==> config.mk <==
export PLATFORM = sky130hd
export DESIGN_NAME = move_selector
export DESIGN_NICKNAME = d
export VERILOG_FILES = /design/src/rtl/ttt_pkg.sv /design/src/rtl/button_debouncer.sv /design/src/rtl/move_selector.sv
export SDC_FILE = /design/constraint.sdc
export NUM_CORES = 1
export LEC_CHECK = 0
export BUFFER_PORTS_ARGS = -buffer_cell sky130_fd_sc_hd__buf_4
export CORE_MARGIN = 8
export CORE_UTILIZATION = 35
export CTS_CLUSTER_SIZE = 16
export DETAILED_ROUTE_END_ITERATION = 16
export PLACE_DENSITY = 0.58
export SLEW_MARGIN = 10
export SYNTH_ARGS = -nofsm -noshare
export SYNTH_HDL_FRONTEND = slang
export SYNTH_SLANG_ARGS = --single-unit
==> constraint.sdc <==
create_clock -name clock -period 3.65 [get_ports clock]
set_input_delay 0.1825 -clock clock [delete_from_list [all_inputs] [get_ports clock]]
set_output_delay 0.1825 -clock clock [all_outputs]
set_load 0.005 [all_outputs]
==> src/rtl/ttt_pkg.sv <==
// Shared tic-tac-toe definitions: cell codes, board size, CPU move priority and
// the move-selector FSM state encoding.
package ttt_pkg;

  localparam logic [1:0] CellPlayer = 2'd0;
  localparam logic [1:0] CellCpu    = 2'd1;
  localparam logic [1:0] CellEmpty  = 2'd2;

  localparam int unsigned N_CELLS = 9;

  // Centre first, then corners, then edges.
  localparam logic [3:0] CPU_PRIO [N_CELLS] = '{
    4'd4, 4'd0, 4'd2, 4'd6, 4'd8, 4'd1, 4'd3, 4'd5, 4'd7
  };

  typedef enum logic [2:0] {
    StIdle,
    StPlayer,
    StCpuWait,
    StCpuScan,
    StIssue,
    StSettle
  } state_e;

  // Code 3 is not EMPTY, so it reads as occupied.
  function automatic logic cell_empty(logic [17:0] board, logic [3:0] idx);
    logic [4:0] lsb;
    lsb = {idx, 1'b0};
    return board[lsb +: 2] == CellEmpty;
  endfunction

endpackage

==> src/rtl/button_debouncer.sv <==
// Raw button -> 2-flop synchronizer -> stability counter -> one-cycle press pulse.
module button_debouncer #(
  parameter int unsigned DEBOUNCE_CYCLES = 250000
) (
  input  logic clk_i,
  input  logic rst_i,
  input  logic btn_i,
  output logic press_o
);

  localparam int unsigned CntW = $clog2(DEBOUNCE_CYCLES + 1);
  localparam logic [CntW-1:0] CntMax = CntW'(DEBOUNCE_CYCLES);

  logic [1:0]      sync_q;
  logic [1:0]      fill_q;
  logic            cand_q;
  logic [CntW-1:0] cnt_q;
  logic [CntW-1:0] cnt_d;
  logic            known_q;
  logic            level_q;
  logic            press_q;
  logic            accept;

  always_comb begin
    cnt_d = cnt_q;
    if (sync_q[1] != cand_q) begin
      cnt_d = CntW'(1);
    end else if (cnt_q != CntMax) begin
      cnt_d = cnt_q + 1'b1;
    end
  end

  // The first accepted level after reset only primes the detector, so a button
  // held through reset must be released and pressed again to register.
  assign accept = fill_q[1] && (cnt_d == CntMax) && (!known_q || (level_q != sync_q[1]));

  always_ff @(posedge clk_i) begin
    if (rst_i) begin
      sync_q  <= '0;
      fill_q  <= '0;
      cand_q  <= 1'b0;
      cnt_q   <= '0;
      known_q <= 1'b0;
      level_q <= 1'b0;
      press_q <= 1'b0;
    end else begin
      sync_q  <= {sync_q[0], btn_i};
      fill_q  <= {fill_q[0], 1'b1};
      press_q <= 1'b0;
      if (fill_q[1]) begin
        cand_q <= sync_q[1];
        cnt_q  <= cnt_d;
        if (accept) begin
          known_q <= 1'b1;
          level_q <= sync_q[1];
          press_q <= known_q && sync_q[1];
        end
      end
    end
  end

  assign press_o = press_q;

endmodule

==> src/rtl/move_selector.sv <==
// Move source for the game core: player cursor/confirm and CPU priority scan,
// issuing one validated cell per turn over a valid/ack handshake.
module move_selector
  import ttt_pkg::*;
#(
  parameter int unsigned DEBOUNCE_CYCLES = 250000,
  parameter int unsigned CPU_DELAY       = 25000000
) (
  input  logic        clock,
  input  logic        reset,
  input  logic        btn_left,
  input  logic        btn_right,
  input  logic        btn_confirm,
  input  logic [17:0] board,
  input  logic        turn,
  input  logic        game_over,
  input  logic        move_ack,
  output logic [3:0]  cursor,
  output logic [3:0]  move_pos,
  output logic        move_valid,
  output logic        reject
);

  localparam int unsigned DlyW = $clog2(CPU_DELAY + 1);
  localparam logic [DlyW-1:0] DlyLast = DlyW'(CPU_DELAY - 1);
  localparam logic [3:0] LastCell = 4'(N_CELLS - 1);

  logic left_p, right_p, confirm_p;

  button_debouncer #(.DEBOUNCE_CYCLES(DEBOUNCE_CYCLES)) u_left (
    .clk_i   (clock),
    .rst_i   (reset),
    .btn_i   (btn_left),
    .press_o (left_p)
  );

  button_debouncer #(.DEBOUNCE_CYCLES(DEBOUNCE_CYCLES)) u_right (
    .clk_i   (clock),
    .rst_i   (reset),
    .btn_i   (btn_right),
    .press_o (right_p)
  );

  button_debouncer #(.DEBOUNCE_CYCLES(DEBOUNCE_CYCLES)) u_confirm (
    .clk_i   (clock),
    .rst_i   (reset),
    .btn_i   (btn_confirm),
    .press_o (confirm_p)
  );

  logic [3:0] cursor_q;

  always_ff @(posedge clock) begin
    if (reset) begin
      cursor_q <= 4'd4;
    end else if (!game_over && (left_p ^ right_p)) begin
      if (right_p) begin
        cursor_q <= (cursor_q == LastCell) ? 4'd0 : cursor_q + 4'd1;
      end else begin
        cursor_q <= (cursor_q == 4'd0) ? LastCell : cursor_q - 4'd1;
      end
    end
  end

  state_e          state_q;
  logic [3:0]      move_pos_q;
  logic            valid_q;
  logic            reject_q;
  logic [DlyW-1:0] dly_q;
  logic [3:0]      scan_q;
  logic            turn_q;
  logic [3:0]      scan_cell;

  assign scan_cell = CPU_PRIO[scan_q];

  always_ff @(posedge clock) begin
    if (reset) begin
      state_q    <= StIdle;
      move_pos_q <= 4'd0;
      valid_q    <= 1'b0;
      reject_q   <= 1'b0;
      dly_q      <= '0;
      scan_q     <= 4'd0;
      turn_q     <= 1'b0;
    end else begin
      reject_q <= 1'b0;
      if (game_over) begin
        state_q <= StIdle;
        valid_q <= 1'b0;
      end else begin
        unique case (state_q)
          StIdle: begin
            dly_q   <= '0;
            state_q <= turn ? StCpuWait : StPlayer;
          end
          StPlayer: begin
            // Confirm sees the cursor before any same-cycle left/right update.
            if (confirm_p) begin
              if (cell_empty(board, cursor_q)) begin
                move_pos_q <= cursor_q;
                valid_q    <= 1'b1;
                state_q    <= StIssue;
              end else begin
                reject_q <= 1'b1;
              end
            end
          end
          StCpuWait: begin
            if (dly_q == DlyLast) begin
              scan_q  <= 4'd0;
              state_q <= StCpuScan;
            end else begin
              dly_q <= dly_q + 1'b1;
            end
          end
          StCpuScan: begin
            if (cell_empty(board, scan_cell)) begin
              move_pos_q <= scan_cell;
              valid_q    <= 1'b1;
              state_q    <= StIssue;
            end else if (scan_q == LastCell) begin
              state_q <= StIdle;
            end else begin
              scan_q <= scan_q + 4'd1;
            end
          end
          StIssue: begin
            if (move_ack) begin
              valid_q <= 1'b0;
              turn_q  <= turn;
              state_q <= StSettle;
            end
          end
          StSettle: begin
            // Hold off until the core has handed the turn over.
            if (turn != turn_q) begin
              state_q <= StIdle;
            end
          end
          default: state_q <= StIdle;
        endcase
      end
    end
  end

  assign cursor     = cursor_q;
  assign move_pos   = move_pos_q;
  assign move_valid = valid_q;
  assign reject     = reject_q;

endmodule

==> impl_results.md, run 1 <==
* Worst Clk Skew at between 0.009 and 0.01 ns
* Slew margin rel. at 40.4%
* Final ANT Viol Nets at 0
* WL/cell at around 15 um
* Avg Cell Area, Syn at 7.41 um^2
* Finish-stage setup viols at 0
* Dpl hpwl at between 10 and 15 mm
* Synth top area cells: dfxtp_1, nor2_1, a21oi_1, nand2_1, xor2_1
* Post-CTS sizing at 0
* Seq/Total Area, Yosys at between 30 and 40%
* Largest net degree at the start of global routing at between 40 and 50
* GR met2 Demand/Resource at between 20 and 25%
* WL final at 18.4 mm
* Max VDD drop at 379 uV
* Static Leak at 0.00288 uW
* CTS tree: built
* CORE AREA at 20300 um^2
* Status: completed
* Async SR Flop Fraction at 0%
* Top-area cell type share of the netlist area at approximately 32%
* Max-cap violation count at 0
* Sink Count at between 100 and 150
* Cells after Synth at between 900 and 1000
* NumNets Final at approximately 1000
* HP Class: in -> reg
* Clk Latency, worst-skew pair at roughly 0.42 ns
* Die W at between 150 and 200 um
* Fin crit share at 81.2%
* Global route overflow at 0
* CTS Hold Bufs at 3
* Clock buffer depth at 2
* Placement Setup Slack at 0.779 ns
* Flops & latches, synth at ~120
* Vias post-DR at approximately 7000
* Worst Setup End Kind: flip-flop
* Slack of the critical path at ~0.68 ns
* # fillers at around 2100
* P&R area growth vs syn at 14.2%
* Tot GR Track Use at around 14%
* Die area at ~26000 um^2
* Max FO, Critical Path at 16
* Number of synthesized flops with an enable pin at 0
* Area leader, netlist: dfxtp_1
* Post-layout util at approximately two fifths
* Crit path DAT at about 3.3 ns
* Pins Over Slew Limit at 0
* Main synth FF type: dfxtp_1
* P per Cell Area at around 370 nW/um^2
* Syn nets at approximately 1000
* Critical Path Start Type: flip-flop
* Pre-antenna DRT Iters at 5
* Routing usage on met3 at 2.72%
* Max Fclk at ~340 MHz
* GRT busiest layer: met2
* Row cnt at 52
* Fin Hold WS at 0.0321 ns
* Commonest non-fill, non-tap cell in the layout: nor2_1
* Post-synthesis cell area at approximately 7300 um^2
* Initial core utilization at 35.8%
* DRC viols at 0
* First-pass GRT wire length at roughly 32 mm
* Hold Vio Cnt, Final at 0
* I/O pins at 36
* First-iteration detailed-routing DRC count at roughly 480
* Number of setup buffers added after CTS at 0
* Antenna cell count at 0
* Layout cell share with drive strength beyond 1 at 8.62%
* CTS Root Cell: clkbuf_16
* H-tree depth at 4
* Worst-margin pin slew at between 0.8 and 0.9 ns
* Required time of the worst setup path at roughly 4.0 ns
* Reg clk slew, reported paths at 0.06 ns
* WS Path Type: reg -> reg
* Vias in the first global route at 6558
* Setup Total Neg Slack at 0 ns
* Synth cell types at between 70 and 80
* Vias per cell at 5.49
* Antenna violations before repair at 0
* GRT met1 Usage at a little under 20%
* RSZ-0062 raised after global routing: no
* RePlAce Congestion at 0.901
* PortBufs at 35
* Synth warn at 0
* Most frequent cells in the layout: nor2_1, dfxtp_1, nand2_1
* Num CTS Buffers at 17
* Post-route minimum period at between 2 and 3 ns
* Die height at approximately 160 um
-- synthesized netlist by cell type (all sizes together), types with 14 or more instances --
| cell | instances |
|---|---|
| nor3 | 37 |
| nor2b | 18 |
| nand4 | 28 |
| and3 | 22 |
| xor2 | 27 |
| clkbuf | 59 |
| nand2 | 93 |
| o21ai | 51 |
| xnor2 | 27 |
| or3 | 14 |
| nor2 | 137 |
| nor4 | 17 |
| nand3 | 38 |
| inv | 33 |
| a21oi | 70 |
| dfxtp | 117 |
-- layout make-up --
| cell class | instances | area [um^2] | share of cell area [%] |
|---|---|---|---|
| Multi-Input combinational cell | 765 | 4550 | 54.7 |
| Clock buffer | 17 | 425 | 5.12 |
| Tap cell | 270 | 338 | 4.07 |
| Inverter | 35 | 131 | 1.58 |
| Timing Repair Buffer | 49 | 375 | 4.52 |
| Clock inverter | 15 | 145 | 1.75 |
| Sequential cell | 117 | 2340 | 28.2 |
-- registers in the layout, summed over array words and instances (netlist names), 2 cells and up --
| register | cells |
|---|---|
| dly_q | 25 |
| u_confirm.cnt_q | 18 |
| u_left.cnt_q | 18 |
| u_right.cnt_q | 18 |
| cursor | 4 |
| move_pos | 4 |
| scan_q | 4 |
| state_q | 3 |
| u_confirm.sync_q | 2 |
| u_left.sync_q | 2 |
| u_right.sync_q | 2 |
-- metal layers --
layer  wire length [um]  part of all wire (%)
met5                  0                     0
met2               8230                    45
met4                284                   1.5
met1               9090                    49
met3                827                   4.5
-- power breakdown --
group | total, uW | leakage [uW] | switching, uW | internal [uW]
combinational | 193 | 0.00166 | 122 | 71.6
sequential | 1310 | 0.000946 | 19.6 | 1290
clock | 1610 | 0.000272 | 661 | 950
-- final timing paths --
| path | start | to | slack, ns | depth (start not counted) |
|---|---|---|---|---|
| setup / recovery | scan_q[2] | move_pos[2] | 0.68 | 7 |
| hold reg to reg | u_right.known_q | u_right.press_o | 0.43 | 2 |
| setup reg to reg | scan_q[2] | move_pos[2] | 0.68 | 7 |
| hold / removal | turn | turn_q | 0.03 | 3 |
-- stage by stage --
stage / total power [uW] / instances / cell area (um^2)
2_1_floorplan: 1450 / 982 / 7270
3_3_place_gp: 1530 / 1233 / 7700
3_5_place_dp: 1530 / 1233 / 7700
4_1_cts: 3160 / 1268 / 8300
5_1_grt: 3240 / 1268 / 8300
6_report: 3110 / 1268 / 8300
-- cells by family (layout without fill, tap and decap cells) --
family / Yosys count / count (layout) / synth area share [%]
compound gates: 215 / 215 / 19.1
fa+ha+maj: 12 / 12 / 2.06
mux: 14 / 14 / 1.94
xor+xnor: 54 / 54 / 6.60
flops: 117 / 117 / 32.2
buf+inv: 100 / 116 / 5.31
simple gates: 470 / 470 / 32.8
-- worst max-delay path: stages, from the launching register on --
cell and delay (ns):
dfxtp_1 0.60, mux2_2 0.47, a2111oi_0 0.36, a311oi_1 0.10
a221o_1 0.33, o32ai_1 0.46, nand2_1 0.15, o41ai_1 0.38
Power figures use the tool's default switching activity.
==> run 2: changes to the inputs <==
Clock period 3.65 ns to 2.9 ns, I/O delays scaled along.
==> impl_results.md, run 2 (synthesized netlist as in run 1, its figures left out) <==
* P per Cell Area at 462 nW/um^2 (+23%)
* Dpl hpwl at 13.1 mm (+4.5%)
* Worst Setup End Kind: flip-flop
* Hold Path Cell Cnt at 4 (+1)
* Vias post-DR at 7160 (+2.8%)
* First-pass GRT wire length at 32.7 mm (+2.3%)
* Static Leak at 0.00308 uW (+7.1%)
* Initial core utilization at 35.8% (unchanged)
* PortBufs at 35 (unchanged)
* HP Class: in -> reg
* WL final at 19.0 mm (+3.3%)
* R2R cell count at 9 (+2)
* Finish-stage setup viols at 0 (unchanged)
* Critical Path Start Type: flip-flop
* Reg clk slew, reported paths at 0.06 ns (about the same)
* Die W at 160 um (unchanged)
* Largest net degree at the start of global routing at 50 (+4.2%)
* Final ANT Viol Nets at 0 (unchanged)
* WS Path Type: reg -> reg
* Vias per cell at 5.48 (-0.18%)
* Sink Count at 117 (unchanged)
* Setup Total Neg Slack at 0 ns (unchanged)
* H-tree depth at 4 (unchanged)
* Fin Hold WS at 0.112 ns (+0.0803 ns)
* CORE AREA at 20300 um^2 (unchanged)
* Global route overflow at 0 (unchanged)
* Number of setup buffers added after CTS at 0 (unchanged)
* Num CTS Buffers at 17 (unchanged)
* I/O pins at 36 (unchanged)
* Post-layout util at 42.5% (+1.6 points)
* Fin crit share at 92.3% (+11 points)
* Row cnt at 52 (unchanged)
* CTS Root Cell: clkbuf_16
* Crit path DAT at 2.98 ns (-0.29 ns)
* Worst R2R Setup Slack at 0.22 ns (-0.46 ns)
* Max FO, Critical Path at 7 (-9)
* RePlAce Congestion at 0.910 (+1.0%)
* Die area at 25700 um^2 (unchanged)
* Die height at 160 um (unchanged)
* Antenna violations before repair at 0 (unchanged)
* # fillers at 2081 (-0.76%)
* Max-cap violation count at 0 (unchanged)
* Max Fclk at 373 MHz (+11%)
* Slew margin rel. at 48.8% (+8.5 points)
* First-iteration detailed-routing DRC count at 468 (-2.9%)
* Layout cell share with drive strength beyond 1 at 12.1% (+3.4 points)
* Max reg flops at 25 (unchanged)
* Fin cells at 1306 (+3.0%)
* RSZ-0062 raised after global routing: no
* Tot GR Track Use at 14.8% (+0.38 points)
* Pins Over Slew Limit at 0 (unchanged)
* CTS tree: built
* Worst-margin pin slew at 0.762 ns (-0.129 ns)
* P&R area growth vs syn at 18.7%
* Antenna cell count at 0 (unchanged)
* NumNets Final at 1061 (+3.7%)
* Max VDD drop at 434 uV (+15%)
* Reg with most FFs: dly_q
* Pre-antenna DRT Iters at 7 (+2)
* Placed Cells incl. Taps at 1270 (+3.0%)
* Vias in the first global route at 6666 (+1.6%)
* DRC viols at 0 (unchanged)
* Most frequent cells in the layout: nor2_1, dfxtp_1, nand2_1
* Commonest non-fill, non-tap cell in the layout: nor2_1
* Required time of the worst setup path at 3.20 ns (-0.75 ns)
* Hold Vio Cnt, Final at 0 (unchanged)
* Post-route minimum period at 2.68 ns (-0.287 ns)
* Worst Clk Skew at 0.0105 ns (+0.00113 ns)
* Status: completed
* Clock buffer depth at 2 (unchanged)
* Clk Latency, worst-skew pair at 0.42 ns (about the same)
* WL/cell at 14.6 um (+0.27%)
run 2: cell count changes in the layout (fill, tap and decap cells not counted), moves of 2 or more:
cell and change:
buf_4 +37, inv_6 -3, a2111oi_0 -2, clkinv_4 -2
clkinvlp_4 +2
run 2: final cells by class:
cell class	count	area (um^2)	area share [%]
clock buffer	18	429	4.97
clock inverter	14	151	1.75
inverter	35	131	1.52
multi-input combinational	765	4580	53.0
sequential	117	2340	27.1
tap	270	338	3.91
timing repair buffer	87	663	7.68
run 2: routing by layer:
layer / up-vias / wire, um / global-route usage, %
met3: 24 / 998 / 3.34
met1: 3299 / 9360 / 19.7
met5: - / 0 / 0
met2: 205 / 8360 / 23.2
met4: 0 / 320 / 5.27
li1: 3632 / - / -
run 2: worst paths after layout:
path                    start               end
max                 scan_q[0]        state_q[2]
min                  move_ack            turn_q
max reg2reg         scan_q[0]        state_q[2]
min reg2reg  u_left.sync_q[0]  u_left.sync_q[1]
run 2: timing repair:
action	4_1_cts	5_1_grt
endpoints found under the setup margin	0	12
resized for setup	0	6
hold buffers	4	0
endpoints found under the hold margin	4	0
run 2: metrics by stage:
| stage | power (uW) | setup WS, ns | area (um^2) |
|---|---|---|---|
| final | 3990 | 0.222 | 8630 |
| after global routing | 4160 | 0.0231 | 8630 |
| after CTS | 4040 | 0.0936 | 8600 |
| after detailed placement | 1940 | 0.111 | 7980 |
| after global placement | 1940 | 0.188 | 7980 |
| after floorplan | 1830 | 0.319 | 7270 |
run 2: where the power goes:
group | switching (uW) | internal, uW | leakage, uW | total (uW)
logic | 166 | 106 | 0.00187 | 272
registers | 17.2 | 1620 | 0.000946 | 1640
clock network | 809 | 1270 | 0.000269 | 2080
run 2: critical path, cell delays in order, from the launching register on:
cell,delay (ns)
dfxtp_1,0.37
inv_1,0.09
ha_1,0.21
mux2_2,0.35
nand2b_1,0.24
a211o_1,0.36
a221oi_4,0.32
or2_1,0.28
a311oi_1,0.13
o211a_1,0.23
==> run 3: changes to the inputs <==
--- a/config.mk
+++ b/config.mk
@@ -6,4 +6,5 @@
 export NUM_CORES = 1
 export LEC_CHECK = 0
+export ABC_AREA = 0
 export BUFFER_PORTS_ARGS = -buffer_cell sky130_fd_sc_hd__buf_4
 export CORE_MARGIN = 8
==> constraint.sdc (replaced) <==
create_clock -name clock -period 2.6 [get_ports clock]
set_input_delay 0.65 -clock clock [delete_from_list [all_inputs] [get_ports clock]]
set_output_delay 0.65 -clock clock [all_outputs]
set_load 0.005 [all_outputs]
==> impl_results.md, run 3 (synthesized netlist as in run 1, its figures left out) <==
* Status: completed
* Finish-stage setup viols at 0 (unchanged)
* Worst-margin pin slew at 0.696 ns (-0.0664 ns)
* Dpl hpwl at 14.0 mm (+6.4%)
* RSZ-0062 raised after global routing: yes
* Crit path to: move_pos[3]
* Fin Hold WS at 0.436 ns (+0.324 ns)
* Initial core utilization at 35.8% (unchanged)
* Required time of the worst setup path at 2.89 ns (-0.31 ns)
* Sink Count at 117 (unchanged)
* Slew margin rel. at 53.3% (+4.5 points)
* I/O pins at 36 (unchanged)
* Max FO, Critical Path at 5 (-2)
* H-tree depth at 4 (unchanged)
* Max-cap violation count at 0 (unchanged)
* First-iteration detailed-routing DRC count at 541 (+16%)
* WL final at 20.1 mm (+5.7%)
* Max VDD drop at 402 uV (-7.4%)
* CTS Hold Bufs at 0 (-4)
* Row cnt at 52 (unchanged)
* Worst R2R Setup Slack at 0.004 ns (-0.22 ns)
* First-pass GRT wire length at 33.4 mm (+2.2%)
* WS Path Type: reg -> reg
* Pins Over Slew Limit at 0 (unchanged)
* Num CTS Buffers at 17 (unchanged)
* Critical Path Source: scan_q[0]
* Hold wc startpoint: u_left.sync_q[0]
* Worst r2r dst: move_pos[3]
* PortBufs at 35 (unchanged)
* Antenna cell count at 0 (unchanged)
* Clk Latency, worst-skew pair at 0.42 ns (about the same)
* Most frequent cells in the layout: buf_4, nor2_1, dfxtp_1
* Worst reg2reg path startpoint: scan_q[0]
* P per Cell Area at 492 nW/um^2 (+6.4%)
* Placement Setup Slack at -0.0635 ns (-0.174 ns)
* Top Layer Used: met4
* Reg clk slew, reported paths at 0.06 ns (about the same)
* Hold Vio Cnt, Final at 0 (unchanged)
* P&R area growth vs syn at 27.3%
* Vias per cell at 5.44 (-0.75%)
* Largest net degree at the start of global routing at 78 (+56%)
* Fin crit share at 99.8% (+7.5 points)
* Reg with most FFs: dly_q
* RePlAce Congestion at 0.888 (-2.4%)
* DRC viols at 0 (unchanged)
* Die W at 160 um (unchanged)
* Critical Path Start Type: flip-flop
* Commonest non-fill, non-tap cell in the layout: buf_4
* Worst Setup End Kind: flip-flop
* Tot GR Track Use at 15.4% (+0.51 points)
* WL/cell at 14.8 um (+1.5%)
* Crit path DAT at 2.89 ns (-0.09 ns)
* WL met3 at 977 um (-2.1%)
* Vias in the first global route at 6700 (+0.51%)
* Clock buffer depth at 2 (unchanged)
* CTS tree: built
* HP Class: reg -> reg
* Worst Clk Skew at 0.00954 ns (-0.000938 ns)
* Met1 wire length at 9.86 mm (+5.3%)
* Final ANT Viol Nets at 0 (unchanged)
* Antenna violations before repair at 0 (unchanged)
* Static Leak at 0.00343 uW (+11%)
* Global route overflow at 0 (unchanged)
* Max reg flops at 25 (unchanged)
* Pre-antenna DRT Iters at 5 (-2)
* Vias post-DR at 7395 (+3.3%)
* Fin cells at 1359 (+4.1%)
* Placed Cells incl. Taps at 1320 (+3.9%)
* R2R cell count at 11 (+2)
* Die height at 160 um (unchanged)
* # fillers at 2051 (-1.4%)
* NumNets Final at 1114 (+5.0%)
* CTS Root Cell: clkbuf_16
* Met2 Routed Length at 8.87 mm (+6.2%)
* Die area at 25700 um^2 (unchanged)
* Max Fclk at 385 MHz (+3.2%)
* Post-route minimum period at 2.60 ns (-0.0819 ns)
* CORE AREA at 20300 um^2 (unchanged)
* Layout cell share with drive strength beyond 1 at 20.3% (+8.2 points)
* Setup Total Neg Slack at 0 ns (unchanged)
* Slack of the critical path at 0.00438 ns (-0.218 ns)
-- run 3: worst min path at each step --
stage / to / cells after the start / slack, ns
floorplan: u_confirm.fill_q[1] / 1 / 0.41
global placement: u_confirm.fill_q[1] / 1 / 0.42
detailed placement: u_confirm.fill_q[1] / 1 / 0.42
CTS: u_confirm.sync_q[0] / 2 / 0.42
global route: u_confirm.fill_q[1] / 1 / 0.46
finish: u_left.sync_q[1] / 1 / 0.44
-- run 3: final cells by class --
class | count | area [um^2] | share of cell area, %
multi-input cells | 765 | 4770 | 51.5
repair buffers | 140 | 1070 | 11.5
clock inverters | 15 | 169 | 1.82
flip-flops and latches | 117 | 2350 | 25.4
inverters | 35 | 136 | 1.47
clock buffers | 17 | 425 | 4.59
well taps | 270 | 338 | 3.65
-- run 3: repair_timing --
action                                  in CTS  in global routing
buffers inserted                             0                  7
endpoints found under the setup margin       5                 19
resized for setup                            5                 54
cloned                                       0                  0
pin swaps                                    1                  9
-- run 3: report_power, final --
| part | internal, uW | switching, uW |
|---|---|---|
| sequential | 1810 | 15.0 |
| combinational | 134 | 198 |
| clock | 1430 | 963 |
-- run 3: metal layers --
metal  vias to the layer above  track usage (%)
met4                         0             5.61
met3                        32             3.50
met5                         -                0
met2                       182             23.3
met1                      3435             20.8
li1                       3746                -
-- run 3: worst max-delay path, stage by stage, from the launching register on --
cell and delay, ns:
dfxtp_2 0.33, buf_4 0.14, ha_2 0.20, buf_4 0.16, nor3b_4 0.18, o21ai_2 0.10, a311oi_2 0.32, a221oi_2 0.06
buf_4 0.16, o32a_1 0.35, a2111oi_2 0.37, nor3_1 0.09
-- run 3: stage by stage --
stage	area (um^2)	utilization, %	power (uW)
CTS	8980	44.2	4600
global route	9260	45.6	4730
finish	9260	45.6	4550
floorplan	7270	-	2040
detailed placement	8370	41.2	2180
global placement	8370	41.2	2180
